===== src/rtl/wb_led_sequencer.sv =====
// ---------------------------------------------------------------------------
// wb_led_sequencer
//   Wishbone-slave LED pattern sequencer. Firmware loads a pattern table, a
//   dwell time and an output-enable mask, then sets EN. The sequencer steps
//   through PAT[0..last] onto led_o, holding each entry for DWELL+1 cycles.
//   It either wraps continuously or, in one-shot mode, stops on the last
//   entry and raises DONE (and irq_o when IRQ_EN is set).
//
// Ports
//   wb_clk_i, wb_rst_i     clock, synchronous active-high reset
//   wbs_cyc_i/stb_i/we_i   Wishbone cycle, strobe, write enable
//   wbs_sel_i[3:0]         byte selects
//   wbs_adr_i[31:0]        address, decoded on adr[31:8] == BASE_ADDR[31:8]
//   wbs_dat_i[31:0]        write data
//   wbs_ack_o              one-cycle acknowledge, one wait state
//   wbs_dat_o[31:0]        registered read data
//   led_o[NUM_LEDS-1:0]    LED drive
//   led_oeb_o[NUM_LEDS-1:0] active-low output enables (OEB register)
//   irq_o                  level interrupt, DONE & IRQ_EN registered
//
// Register map (byte offsets)
//   0x00 CTRL    [0]EN [1]ONESHOT [2]IRQ_EN [6:4]LAST
//   0x04 STATUS  [0]BUSY (ro) [1]DONE (w1c) [6:4]IDX (ro)
//   0x08 DWELL   [DWELL_W-1:0]
//   0x0C OEB     [NUM_LEDS-1:0]
//   0x20+4*i PAT[i] [NUM_LEDS-1:0], i < DEPTH
// ---------------------------------------------------------------------------
module wb_led_sequencer #(
    parameter logic [31:0] BASE_ADDR = 32'h3000_0000,
    parameter int          NUM_LEDS  = 8,
    parameter int          DEPTH     = 8,
    parameter int          DWELL_W   = 16
) (
    input  logic                wb_clk_i,
    input  logic                wb_rst_i,
    input  logic                wbs_cyc_i,
    input  logic                wbs_stb_i,
    input  logic                wbs_we_i,
    input  logic [3:0]          wbs_sel_i,
    input  logic [31:0]         wbs_adr_i,
    input  logic [31:0]         wbs_dat_i,
    output logic                wbs_ack_o,
    output logic [31:0]         wbs_dat_o,
    output logic [NUM_LEDS-1:0] led_o,
    output logic [NUM_LEDS-1:0] led_oeb_o,
    output logic                irq_o
);
    localparam int         IW      = $clog2(DEPTH);
    localparam logic [2:0] MAX_IDX = 3'(DEPTH - 1);

    typedef enum logic [1:0] {S_IDLE, S_RUN, S_DONE} state_t;

    typedef struct packed {
        logic        wr;
        logic        rd;
        logic [3:0]  sel;
        logic [5:0]  word;
        logic [31:0] dat;
    } wb_req_t;

    function automatic logic [31:0] byte_mask(input logic [3:0] sel);
        logic [31:0] m;
        for (int b = 0; b < 4; b++) m[8*b +: 8] = {8{sel[b]}};
        return m;
    endfunction

    // Register state
    logic                           en_q, oneshot_q, irq_en_q, done_q;
    logic [2:0]                     last_q;
    logic [DWELL_W-1:0]             dwell_q, cnt_q;
    logic [NUM_LEDS-1:0]            oeb_q, led_q;
    logic [DEPTH-1:0][NUM_LEDS-1:0] pat_q;
    logic [IW-1:0]                  idx_q;
    state_t                         state_q;
    logic                           ack_q, irq_q;
    logic [31:0]                    dat_q;

    // Access decode
    wb_req_t             req;
    logic                acc, hit;
    logic [31:0]         mask, rdata, ctrl_rd, status_rd;
    logic [6:0]          ctrl_new;
    logic [DWELL_W-1:0]  dwell_new;
    logic [NUM_LEDS-1:0] oeb_new, pat_new;
    logic [DEPTH-1:0]    pat_we;
    logic                wr_ctrl, wr_status, wr_dwell, wr_oeb;
    logic                en_rise, en_fall, done_clr;
    logic [IW-1:0]       last_eff;
    logic                unused_ok;

    // The access fires on the cycle before ack rises; that edge both raises
    // ack and commits the write, giving exactly one wait state.
    assign acc = wbs_cyc_i & wbs_stb_i & ~ack_q;
    assign hit = (wbs_adr_i[31:8] == BASE_ADDR[31:8]);
    assign req = '{wr:   acc & hit & wbs_we_i,
                   rd:   acc & hit & ~wbs_we_i,
                   sel:  wbs_sel_i,
                   word: wbs_adr_i[7:2],
                   dat:  wbs_dat_i};

    assign mask = byte_mask(req.sel);

    assign wr_ctrl   = req.wr && (req.word == 6'd0);
    assign wr_status = req.wr && (req.word == 6'd1);
    assign wr_dwell  = req.wr && (req.word == 6'd2);
    assign wr_oeb    = req.wr && (req.word == 6'd3);

    genvar g;
    generate
        for (g = 0; g < DEPTH; g++) begin : g_pat_dec
            assign pat_we[g] = req.wr && (req.word == 6'(8 + g));
        end
    endgenerate

    assign ctrl_rd   = {25'b0, last_q, 1'b0, irq_en_q, oneshot_q, en_q};
    assign status_rd = {25'b0, 3'(idx_q), 2'b0, done_q, state_q == S_RUN};

    // Byte-merged write values: unselected bytes keep their old contents.
    assign ctrl_new  = (ctrl_rd[6:0] & ~mask[6:0]) | (req.dat[6:0] & mask[6:0]);
    assign dwell_new = (dwell_q & ~mask[DWELL_W-1:0]) | (req.dat[DWELL_W-1:0] & mask[DWELL_W-1:0]);
    assign oeb_new   = (oeb_q & ~mask[NUM_LEDS-1:0]) | (req.dat[NUM_LEDS-1:0] & mask[NUM_LEDS-1:0]);
    assign pat_new   = req.dat[NUM_LEDS-1:0];

    // EN edges only exist when byte 0 is actually written.
    assign en_rise  = wr_ctrl & req.sel[0] & req.dat[0] & ~en_q;
    assign en_fall  = wr_ctrl & req.sel[0] & ~req.dat[0];
    assign done_clr = wr_status & req.sel[0] & req.dat[1];

    assign last_eff = (last_q > MAX_IDX) ? IW'(MAX_IDX) : IW'(last_q);

    always_comb begin
        rdata = '0;
        if (req.rd) begin
            case (req.word)
                6'd0:    rdata = ctrl_rd;
                6'd1:    rdata = status_rd;
                6'd2:    rdata = 32'(dwell_q);
                6'd3:    rdata = 32'(oeb_q);
                default: begin
                    for (int i = 0; i < DEPTH; i++)
                        if (req.word == 6'(8 + i)) rdata = 32'(pat_q[i]);
                end
            endcase
        end
    end

    // Pattern table; bytes merged per sel like every other register.
    always_ff @(posedge wb_clk_i) begin
        if (wb_rst_i) begin
            pat_q <= '0;
        end else begin
            for (int i = 0; i < DEPTH; i++)
                if (pat_we[i])
                    pat_q[i] <= (pat_q[i] & ~mask[NUM_LEDS-1:0]) | (pat_new & mask[NUM_LEDS-1:0]);
        end
    end

    // Bus interface, control registers and sequencer FSM.
    always_ff @(posedge wb_clk_i) begin
        if (wb_rst_i) begin
            ack_q     <= 1'b0;
            dat_q     <= '0;
            en_q      <= 1'b0;
            oneshot_q <= 1'b0;
            irq_en_q  <= 1'b0;
            last_q    <= '0;
            done_q    <= 1'b0;
            dwell_q   <= '0;
            oeb_q     <= '1;
            cnt_q     <= '0;
            idx_q     <= '0;
            led_q     <= '0;
            irq_q     <= 1'b0;
            state_q   <= S_IDLE;
        end else begin
            ack_q <= acc;
            dat_q <= rdata;
            irq_q <= done_q & irq_en_q;

            if (wr_ctrl) begin
                en_q      <= ctrl_new[0];
                oneshot_q <= ctrl_new[1];
                irq_en_q  <= ctrl_new[2];
                last_q    <= ctrl_new[6:4];
            end
            if (wr_dwell) dwell_q <= dwell_new;
            if (wr_oeb)   oeb_q   <= oeb_new;
            if (done_clr) done_q  <= 1'b0;

            // Later assignments win: a DONE set on the same edge as a W1C
            // clear leaves DONE set.
            if (en_fall) begin
                state_q <= S_IDLE;
                led_q   <= '0;
            end else if (en_rise) begin
                state_q <= S_RUN;
                idx_q   <= '0;
                led_q   <= pat_q[0];
                cnt_q   <= dwell_q;
                done_q  <= 1'b0;
            end else if (state_q == S_RUN) begin
                if (cnt_q != '0) begin
                    cnt_q <= cnt_q - 1'b1;
                end else if (idx_q < last_eff) begin
                    idx_q <= idx_q + 1'b1;
                    led_q <= pat_q[idx_q + 1'b1];
                    cnt_q <= dwell_q;
                end else if (!oneshot_q) begin
                    idx_q <= '0;
                    led_q <= pat_q[0];
                    cnt_q <= dwell_q;
                end else begin
                    // Last entry stays on the pins in DONE.
                    state_q <= S_DONE;
                    done_q  <= 1'b1;
                end
            end
        end
    end

    assign wbs_ack_o = ack_q;
    assign wbs_dat_o = dat_q;
    assign led_o     = led_q;
    assign led_oeb_o = oeb_q;
    assign irq_o     = irq_q;

    // Word-aligned bus: byte address bits and the upper data/mask bits of
    // narrow registers carry no meaning.
    assign unused_ok = &{1'b0, wbs_adr_i[1:0], req.dat, mask, ctrl_new[3]};

endmodule


===== config.mk =====
export PLATFORM = sky130hd
export DESIGN_NAME = wb_led_sequencer
export DESIGN_NICKNAME = d
export VERILOG_FILES = /design/src/rtl/wb_led_sequencer.sv
export SDC_FILE = /design/constraint.sdc
export NUM_CORES = 1
export LEC_CHECK = 0
export BUFFER_PORTS_ARGS = -buffer_cell sky130_fd_sc_hd__clkbuf_2
export CORE_UTILIZATION = 51
export DETAILED_ROUTE_END_ITERATION = 7
export HOLD_SLACK_MARGIN = 0.12
export PLACE_DENSITY_LB_ADDON = 0.15
export SYNTH_ARGS = -nofsm -noshare
export SYNTH_HDL_FRONTEND = slang
export SYNTH_SLANG_ARGS = --single-unit

===== constraint.sdc =====
create_clock -name wb_clk_i -period 2.39 [get_ports wb_clk_i]
set_input_delay 0 -clock wb_clk_i [delete_from_list [all_inputs] [get_ports wb_clk_i]]
set_output_delay 0 -clock wb_clk_i [all_outputs]
set_load 0.03 [all_outputs]

==> impl_metrics.csv, run 1 <==
group,metric,value,unit
status,outcome,"completed",
synthesis,ys_types,59,
sta,min_period_over_period,0.978,
placed_design,preCtsSetupSlack,-0.0701,ns
synthesis,yosys.area_share.simple,0.220,
die,initial_core_util,0.520,
synthesis,post_synth_inst_count,798,
cells_and_area,layout.nets,994,
critical_path,crit_chain,"nand3b_1 > buf_4 > or3_4 > or4_4 > o22a_4 > a2111oi_2",
drt,routed_wl,21200,µm
global_routing,antenna_found_initial,0,
global_routing,grt_usage,0.300,
synthesis,async_reset_ff_frac,0,
critical_path,crit_path_start_kind,"flip-flop",
synthesis,avgSynthCellArea,9.02,µm²
sta,fmax,428,MHz
drt,wl_per_cell,19.2,µm
flow_run,drv_cap,0,
cells_and_area,antennaDiodeCount,0,
synthesis,ys.warnings.count,0,
drt,wl_met3,1760,µm
sta,max_slew_margin,0.521,
drt,drtAntennaViolNets,0,
sta,fin_skew,0.00630,ns
placed_design,port_buffers,86,
sta,layout_setup_ws,0.0537,ns
critical_path,crit_slowest_cell,"or4_4",
drt,drt_iter0_drc,739,
drt,vias,6625,
synthesis,synth-adder-area-share,0.00870,
power,powerDensity,590,mW/mm²
drt,avgViaCountPerCell,5.98,
die,num_rows,43,
die,die-area,0.0146,mm²
synthesis,synthXorXnorAreaFrac,0.00122,
cells_and_area,areaGrowthSynthToFinish,22.2,%
die,core_area,0.0138,mm²
drt,highest_layer,"met4",
critical_path,cp_num_buf_inv,1,
synthesis,synth_ff_type,"dfxtp_1",
cells_and_area,regArea,0.00284,mm²
hold_path,min_path_type,"in2reg",
critical_path,crit_fanout,7,
global_routing,grt_pass1_wl,33200,µm
global_routing,grt_max_degree,51,
critical_path,critical_path_arrival,2.66,ns
sta,slew_violations,0,
power,p_int,3.99,mW
power,combPwrFrac,0.052,
die,die_w,121,µm
synthesis,seq_area_frac_synth,0.395,
sta,rsz0062_at_grt,"true",
sta,min_period,2.34,ns
synthesis,ys_ff_latch,142,
sta,setup_viol,0,
drt,met2_length,9840,µm
die,die_y,121,µm
critical_path,cp_slowest_stage_delay,0.60,ns
clock_tree,clock_sinks,142,
drt,wl_met1,9170,µm
sta,hold_viol_final,0,
clock_tree,clk_latency,0.43,ns
drt,drc,0,
power,peakVddDrop,0.530,mV
power,pwr-share-clk,0.491,
power,p_sw,1.20,mW
cells_and_area,final_common_cell,"nand2_1",
power,power_frac_seq,0.457,
placed_design,gp_congestion,0.900,
power,netSwitchingFraction,0.231,
global_routing,grt.overflow.total,0,
die,io_pins,123,
sta,finalSetupTns,0,ns
clock_tree,cts_made_buffers,17,
sta,worst_slew_pin_slew,0.717,ns
synthesis,syn-cell-area,0.00719,mm²
clock_tree,cts.clk_slew.worst_paths,0.06,ns
global_routing,grt_pass1_vias,6234,
cells_and_area,multi_input_area,0.00409,mm²
synthesis,synth_edf_count,0,
drt,dr.pass1.iters,5,
placed_design,dp_hpwl,14700,µm
critical_path,path_class,"reg2reg",
synthesis,synth_top_family_by_area,"simple AND/OR/NAND/NOR gates",
critical_path,cp-end-kind,"flip-flop",
clock_tree,cts_max_path_buffers,2,
critical_path,crit_family,"simple AND/OR/NAND/NOR gates",
cells_and_area,drive_gt1_frac,0.254,
cells_and_area,layout_common_cells,"nand2_1, dfxtp_1, clkbuf_2",
clock_tree,htreeDepth,4,
clock_tree,clockRootBuffer,"clkbuf_16",
power,p_leak,3.30,nW
synthesis,synth_compound_gate_area_share,0.141,
synthesis,synth.area.mux_share,0.179,
cells_and_area,fillers,1150,
clock_tree,cts_tree,"yes",
critical_path,cp.required,2.71,ns
synth_stat cells (all sizes together) (2+ instances only):
library cell	number	share of area
mux2	9	0.014
or2	4	0.0035
mux2i	49	0.068
or3	5	0.0050
o21ai	13	0.0090
nand4	6	0.0052
and4	2	0.0024
ha	5	0.0087
nand3b	4	0.0042
or4	4	0.0057
nor3	18	0.015
a21oi	82	0.057
dfxtp	142	0.40
o2bb2ai	8	0.0097
nand2b	12	0.010
a22oi	3	0.0031
clkbuf	42	0.022
a31oi	2	0.0017
nor4	15	0.016
and3	9	0.0078
a22o	5	0.0061
nand2	154	0.081
a211o	8	0.0097
nor2b	13	0.011
nor4b	2	0.0024
a2111oi	4	0.0083
buf	30	0.028
inv	8	0.0042
o32ai	10	0.013
a222oi	5	0.0070
nand3	14	0.0097
nor2	53	0.028
nor3b	2	0.0021
a211oi	4	0.0042
and2	10	0.0087
mux4	31	0.097
cell type report:
class	instances	share of cell area
clock buffer	21	0.0547
tap	180	0.0256
timing repair buffer	155	0.117
sequential	142	0.324
inverter	8	0.00342
clock inverter	10	0.0101
multi-input combinational	592	0.466
per-layer routing:
layer	vias to the layer above	global-route usage
met4	0	0.107
met1	3179	0.407
met5	-	0
met3	42	0.0623
li1	3073	-
met2	331	0.472
logic make-up after synthesis:
family,count (synthesis)
xor gates and xnor gates,1
and+or+nand+nor,329
DFF,142
other,1
muxes,89
adders and majority gates,5
AOI/OAI and AO/OA,151
buffers and inverters,80
worst paths after layout:
kind / start / cells after the start / end / slack (ns)
hold / removal: wbs_adr_i[6] / 5 / wbs_dat_o[2]$_SDFF_PP0_ / 0.14
setup reg to reg: wbs_ack_o$_SDFF_PP0_ / 6 / cnt_q[15]$_SDFFE_PP0P_ / 0.05
setup / recovery: wbs_ack_o$_SDFF_PP0_ / 6 / cnt_q[15]$_SDFFE_PP0P_ / 0.05
hold reg to reg: flip-flop / 2 / irq_o$_SDFF_PP0_ / 0.45
power groups by stage:
stage / clock network (mW) / registers (mW) / logic, mW
5_1_grt: 2.67 / 2.37 / 0.287
3_3_place_gp: 0 / 2.42 / 0.236
3_5_place_dp: 0 / 2.42 / 0.239
2_1_floorplan: 0 / 2.42 / 0.164
4_1_cts: 2.56 / 2.37 / 0.266
6_report: 2.54 / 2.37 / 0.271
what timing repair did:
item	in CTS	in global routing
setup endpoints to repair	5	17
endpoints found under the hold margin	102	0
gates resized for setup	3	8
hold buffers	21	0
gates cloned	0	1
setup buffers	0	2
pin swaps	0	4
worst reg2reg max path, cell delays in order, from the launching register on:
cell       delay [ns]
dfxtp_2          0.31
nand3b_1         0.16
buf_4            0.15
or3_4            0.40
or4_4            0.60
o22a_4           0.28
a2111oi_2        0.33
metrics by stage:
stage               cells  utilization  area, µm²  total power [mW]  hold WS, ns
finish               1108        0.636       8790              5.18        0.135
global route         1108        0.636       8790              5.32        0.164
CTS                  1105        0.631       8720              5.19        0.125
detailed placement   1053        0.574       7930              2.66        0.250
global placement     1053        0.574       7930              2.66        0.241
floorplan             813            -       7250              2.59        0.118
No activity file was read; power rests on OpenSTA's default activity.
==> inputs of run 2 (changes only) <==
BUFFER_PORTS_ARGS = not set   (was -buffer_cell sky130_fd_sc_hd__clkbuf_2)
CORE_UTILIZATION = 58   (was 51)
DONT_BUFFER_PORTS = 1   (was not set)
==> run 2 against run 1 <==
Effect of this change:
- the flow now finishes with violations (hold timing, setup timing)
- sequential cell count did not move
- sequential share of layout area rose by 0.66 points
- clock power rose by 8.7%
- critical path type unchanged
- largest cell class unchanged
- largest power group unchanged
- highest routed layer unchanged
==> impl_metrics.csv, run 2 (same netlist as run 1, synthesis figures left out) <==
group,metric,value,unit
die,die-area,0.0129,mm²
die,num_rows,40,
power,pwr-share-clk,0.515,
clock_tree,clock_sinks,142,
clock_tree,postCtsHoldBufs,31,
flow_run,drv_cap,0,
drt,drt_iter0_drc,653,
sta,worst_slew_pin_slew,1.10,ns
drt,dr.pass1.iters,6,
critical_path,cp.required,2.69,ns
drt,drtAntennaViolNets,0,
power,peakVddDrop,0.547,mV
power,netSwitchingFraction,0.226,
hold_path,min_path_type,"in2reg",
critical_path,crit_path_start_kind,"flip-flop",
status,outcome,"complete, but fails checks",
sta,timing.hold.ws,-0.306,ns
sta,fmax,408,MHz
sta,slew_violations,0,
cells_and_area,layout.nets,916,
power,combPwrFrac,0.043,
cells_and_area,layout_common_cells,"nand2_1, dfxtp_1, a21oi_1",
sta,min_period_over_period,1.03,
critical_path,critical_path_arrival,2.75,ns
cells_and_area,final_common_cell,"nand2_1",
sta,min_period,2.45,ns
die,core_area,0.0121,mm²
die,die_y,113,µm
global_routing,grt_usage,0.335,
global_routing,grt_max_degree,131,
cells_and_area,antennaDiodeCount,0,
placed_design,preCtsSetupSlack,-0.0949,ns
cells_and_area,areaGrowthSynthToFinish,19.7,%
clock_tree,clk_latency,0.43,ns
placed_design,gp_congestion,0.953,
placed_design,port_buffers,0,
drt,wl_per_cell,20.7,µm
critical_path,crit_fanout,5,
die,io_pins,123,
clock_tree,cts_max_path_buffers,2,
power,finalPower,5.35,mW
drt,vias,6446,
clock_tree,cts_tree,"yes",
global_routing,grt_pass1_wl,32900,µm
critical_path,path_class,"reg2reg",
power,power_frac_seq,0.442,
global_routing,grt_pass1_vias,6064,
power,p_leak,3.06,nW
sta,setup_viol,9,
clock_tree,clockRootBuffer,"clkbuf_16",
sta,rsz0062_at_grt,"true",
sta,hold_viol_final,22,
clock_tree,htreeDepth,4,
placed_design,dp_hpwl,13600,µm
power,p_sw,1.21,mW
status,failed_checks,"hold timing, setup timing",
drt,routed_wl,21100,µm
die,die_w,113,µm
sta,layout_setup_ws,-0.0615,ns
power,p_int,4.14,mW
cells_and_area,fillers,891,
global_routing,antenna_found_initial,0,
sta,max_slew_margin,0.261,
sta,fin_skew,0.00686,ns
drt,drc,0,
clock_tree,cts.clk_slew.worst_paths,0.06,ns
clock_tree,cts_made_buffers,17,
power,powerDensity,621,mW/mm²
critical_path,cp-end-kind,"flip-flop",
sta,finalSetupTns,-0.258,ns
cells_and_area,drive_gt1_frac,0.189,
global_routing,grt.overflow.total,0,
drt,avgViaCountPerCell,6.33,
die,initial_core_util,0.596,
## run 2: changes by cell type in the layout (fill, tap and decap cells not counted), moves of 3 or more
| cell | previous run | this run |
|---|---|---|
| a21oi_2 | 0 | 3 |
| clkbuf_2 | 85 | 0 |
| buf_4 | 47 | 40 |
| a21oi_1 | 82 | 79 |
| o32ai_1 | 9 | 6 |
| dlygate4sd3_1 | 21 | 29 |
| clkinv_2 | 4 | 1 |
## run 2: layer usage
metal  part of all wire  track usage  vias to the layer above
li1                   -            -                     2925
met5                  0            0                        -
met1               0.41        0.460                     3076
met2               0.46        0.518                      388
met3               0.10       0.0712                       57
met4              0.033        0.132                        0
## run 2: area by class of cell
class	count	area, µm²	area share
clock buffers	20	457	0.0530
clock inverters	12	160	0.0186
inverters	8	30.0	0.00349
multi-input cells	592	4160	0.483
flip-flops and latches	142	2840	0.330
well taps	168	210	0.0244
repair buffers	77	751	0.0871
## run 2: worst paths after layout
path | to | slack (ns) | from | cells past startpoint
max | cnt_q[4]$_SDFFE_PP0P_ | -0.06 | wbs_ack_o$_SDFF_PP0_ | 9
min | flip-flop | -0.31 | wbs_dat_i[0] | 1
max reg2reg | cnt_q[4]$_SDFFE_PP0P_ | -0.06 | wbs_ack_o$_SDFF_PP0_ | 9
min reg2reg | flip-flop | 0.47 | flip-flop | 2
## run 2: stage by stage
step / utilization / area, µm² / instances
after floorplan: - / 7250 / 813
final: 0.714 / 8610 / 1019
after CTS: 0.695 / 8380 / 1007
after global routing: 0.714 / 8610 / 1019
after detailed placement: 0.613 / 7400 / 944
after global placement: 0.613 / 7400 / 944
## run 2: what timing repair did
action | in CTS | in global routing
setup endpoints to repair | 12 | 61
resized for setup | 4 | 25
pin swaps | 1 | 11
gates cloned | 0 | 3
setup buffers | 0 | 9
endpoints found under the hold margin | 142 | 32
## run 2: power groups by stage
stage               logic, mW  clock network (mW)  registers (mW)
floorplan               0.164                   0            2.42
global route            0.238                2.89            2.37
global placement       0.0990                   0            2.42
CTS                     0.220                2.77            2.37
finish                  0.229                2.76            2.37
detailed placement     0.0995                   0            2.42
## run 2: worst max-delay path, cell delays in order, from the launching register on
cell	delay [ns]
dfxtp_2	0.31
nand3b_1	0.19
or4_4	0.53
buf_6	0.15
nor4_4	0.40
buf_4	0.21
o22ai_4	0.11
buf_12	0.15
a21oi_1	0.16
o32ai_2	0.11
==> inputs of run 3 (changes only) <==
PLACE_DENSITY_LB_ADDON = 0.3   (was 0.15)
==> run 3 against run 2 <==
Effect of this change:
- setup slack better by 0.11 ns
- largest cell class unchanged
- the flow now finishes without violations
- first-iteration DRC count up 47%
- clock-buffer cell count up 1
- sequential cell count unchanged
- power up 2.8%
==> impl_metrics.csv, run 3 (same netlist as run 1, synthesis figures left out) <==
group,metric,value,unit
sta,timing.hold.ws,0.124,ns
cells_and_area,drive_gt1_frac,0.182,
drt,dr.pass1.iters,6,
global_routing,grt.overflow.total,0,
critical_path,cp_num_buf_inv,2,
clock_tree,clk_latency,0.43,ns
cells_and_area,final_common_cell,"nand2_1",
cells_and_area,fillers,875,
cells_and_area,post-route-util,0.714,
cells_and_area,regArea,0.00284,mm²
critical_path,crit_family,"simple AND/OR/NAND/NOR gates",
die,initial_core_util,0.596,
global_routing,antenna_found_initial,0,
sta,fmax,427,MHz
power,p_leak,3.07,nW
global_routing,grt_max_degree,131,
clock_tree,htreeDepth,4,
placed_design,preCtsSetupSlack,-0.0910,ns
placed_design,port_buffers,0,
placed_design,gp_congestion,0.974,
clock_tree,cts_made_buffers,17,
placed_design,dp_hpwl,14000,µm
hold_path,min_path_type,"in2reg",
cells_and_area,multi_input_area,0.00418,mm²
power,finalPower,5.50,mW
drt,vias,6587,
global_routing,grt_usage,0.340,
hold_path,min_from,"wbs_adr_i[5]",
drt,wl_per_cell,21.1,µm
critical_path,crit_start,"wbs_ack_o$_SDFF_PP0_",
drt,drtAntennaViolNets,0,
cells_and_area,final_cells,1018,
sta,rsz0062_at_grt,"true",
die,num_rows,40,
sta,slew_violations,0,
critical_path,rr_startpoint,"wbs_ack_o$_SDFF_PP0_",
global_routing,grt_pass1_wl,33200,µm
drt,drc,0,
sta,hold_viol_final,0,
sta,worst_slew_pin_slew,1.16,ns
cells_and_area,layout.nets,915,
drt,drt_iter0_drc,959,
sta,setup_viol,0,
power,powerDensity,639,mW/mm²
placed_design,dp.cells,946,
critical_path,cp-end-kind,"flip-flop",
drt,avgViaCountPerCell,6.47,
clock_tree,cts_tree,"yes",
clock_tree,clock_sinks,142,
clock_tree,cts.clk_slew.worst_paths,0.06,ns
sta,min_period,2.34,ns
sta,fin_skew,0.00824,ns
flow_run,drv_cap,0,
die,die_w,113,µm
die,die-area,0.0129,mm²
critical_path,critical_path_arrival,2.67,ns
clock_tree,cts_max_path_buffers,2,
critical_path,crit_chain,"nand3b_1 > or4_4 > buf_6 > nor4_4 > buf_4 > o22a_4 > nor2_4 > a2111oi_4",
status,outcome,"completed",
die,core_area,0.0121,mm²
sta,min_period_over_period,0.980,
drt,routed_wl,21500,µm
sta,max_slew_margin,0.222,
power,peakVddDrop,0.520,mV
critical_path,crit_path_start_kind,"flip-flop",
die,io_pins,123,
critical_path,path_class,"reg2reg",
cells_and_area,layout_common_cells,"nand2_1, dfxtp_1, a21oi_1",
cells_and_area,antennaDiodeCount,0,
global_routing,grt_pass1_vias,6354,
cells_and_area,areaGrowthSynthToFinish,19.7,%
sta,layout_setup_ws,0.0482,ns
critical_path,crit_slowest_cell,"or4_4",
die,die_y,113,µm
critical_path,cp_slowest_stage_delay,0.54,ns
critical_path,crit_fanout,6,
clock_tree,clockRootBuffer,"clkbuf_16",
critical_path,cp.required,2.72,ns
run 3: worst paths after layout:
path / end / slack (ns) / cells after the start
worst min register to register: flip-flop / 0.47 / 2
worst max register to register: cnt_q[15]$_SDFFE_PP0P_ / 0.05 / 8
worst min-delay path: idx_q[0]$_SDFFE_PP0P_ / 0.12 / 5
worst max-delay path: cnt_q[15]$_SDFFE_PP0P_ / 0.05 / 8
run 3: power by group:
group	switching, mW	total (mW)	internal [mW]
Sequential	0.000377	2.37	2.37
Combinational	0.162	0.236	0.0734
Clock	1.06	2.90	1.84
Total	1.22	5.50	4.28
run 3: what timing repair did:
action / in CTS / in global routing
setup endpoints to repair: 15 / 48
cloned: 0 / 1
hold buffers: 30 / 0
endpoints found under the hold margin: 142 / 0
pin swaps: 0 / 10
resized for setup: 5 / 22
setup buffers: 0 / 9
run 3: cell type report:
type	instances	share of cell area
inverters	8	0.00349
multi-input cells	592	0.485
flip-flops and latches	142	0.330
repair buffers	76	0.0819
clock buffers	21	0.0546
clock inverters	11	0.0208
well taps	168	0.0244
run 3: worst register-to-register path, cell delays in order (launching register included):
cell	delay [ns]
dfxtp_2	0.32
nand3b_1	0.18
or4_4	0.54
buf_6	0.16
nor4_4	0.27
buf_4	0.19
o22a_4	0.21
nor2_4	0.05
a2111oi_4	0.32
run 3: stage by stage:
stage | setup TNS, ns | cell area [µm²]
4_1_cts | 0 | 8420
2_1_floorplan | 0 | 7250
5_1_grt | -0.238 | 8610
6_report | 0 | 8610
3_5_place_dp | -0.356 | 7410
3_3_place_gp | 0 | 7410
run 3: per-layer routing:
layer,share of wire,up-vias,track usage
met5,0,-,0
met4,0.038,0,0.168
met3,0.12,76,0.0898
met2,0.46,460,0.540
met1,0.38,3121,0.431
li1,-,2930,-
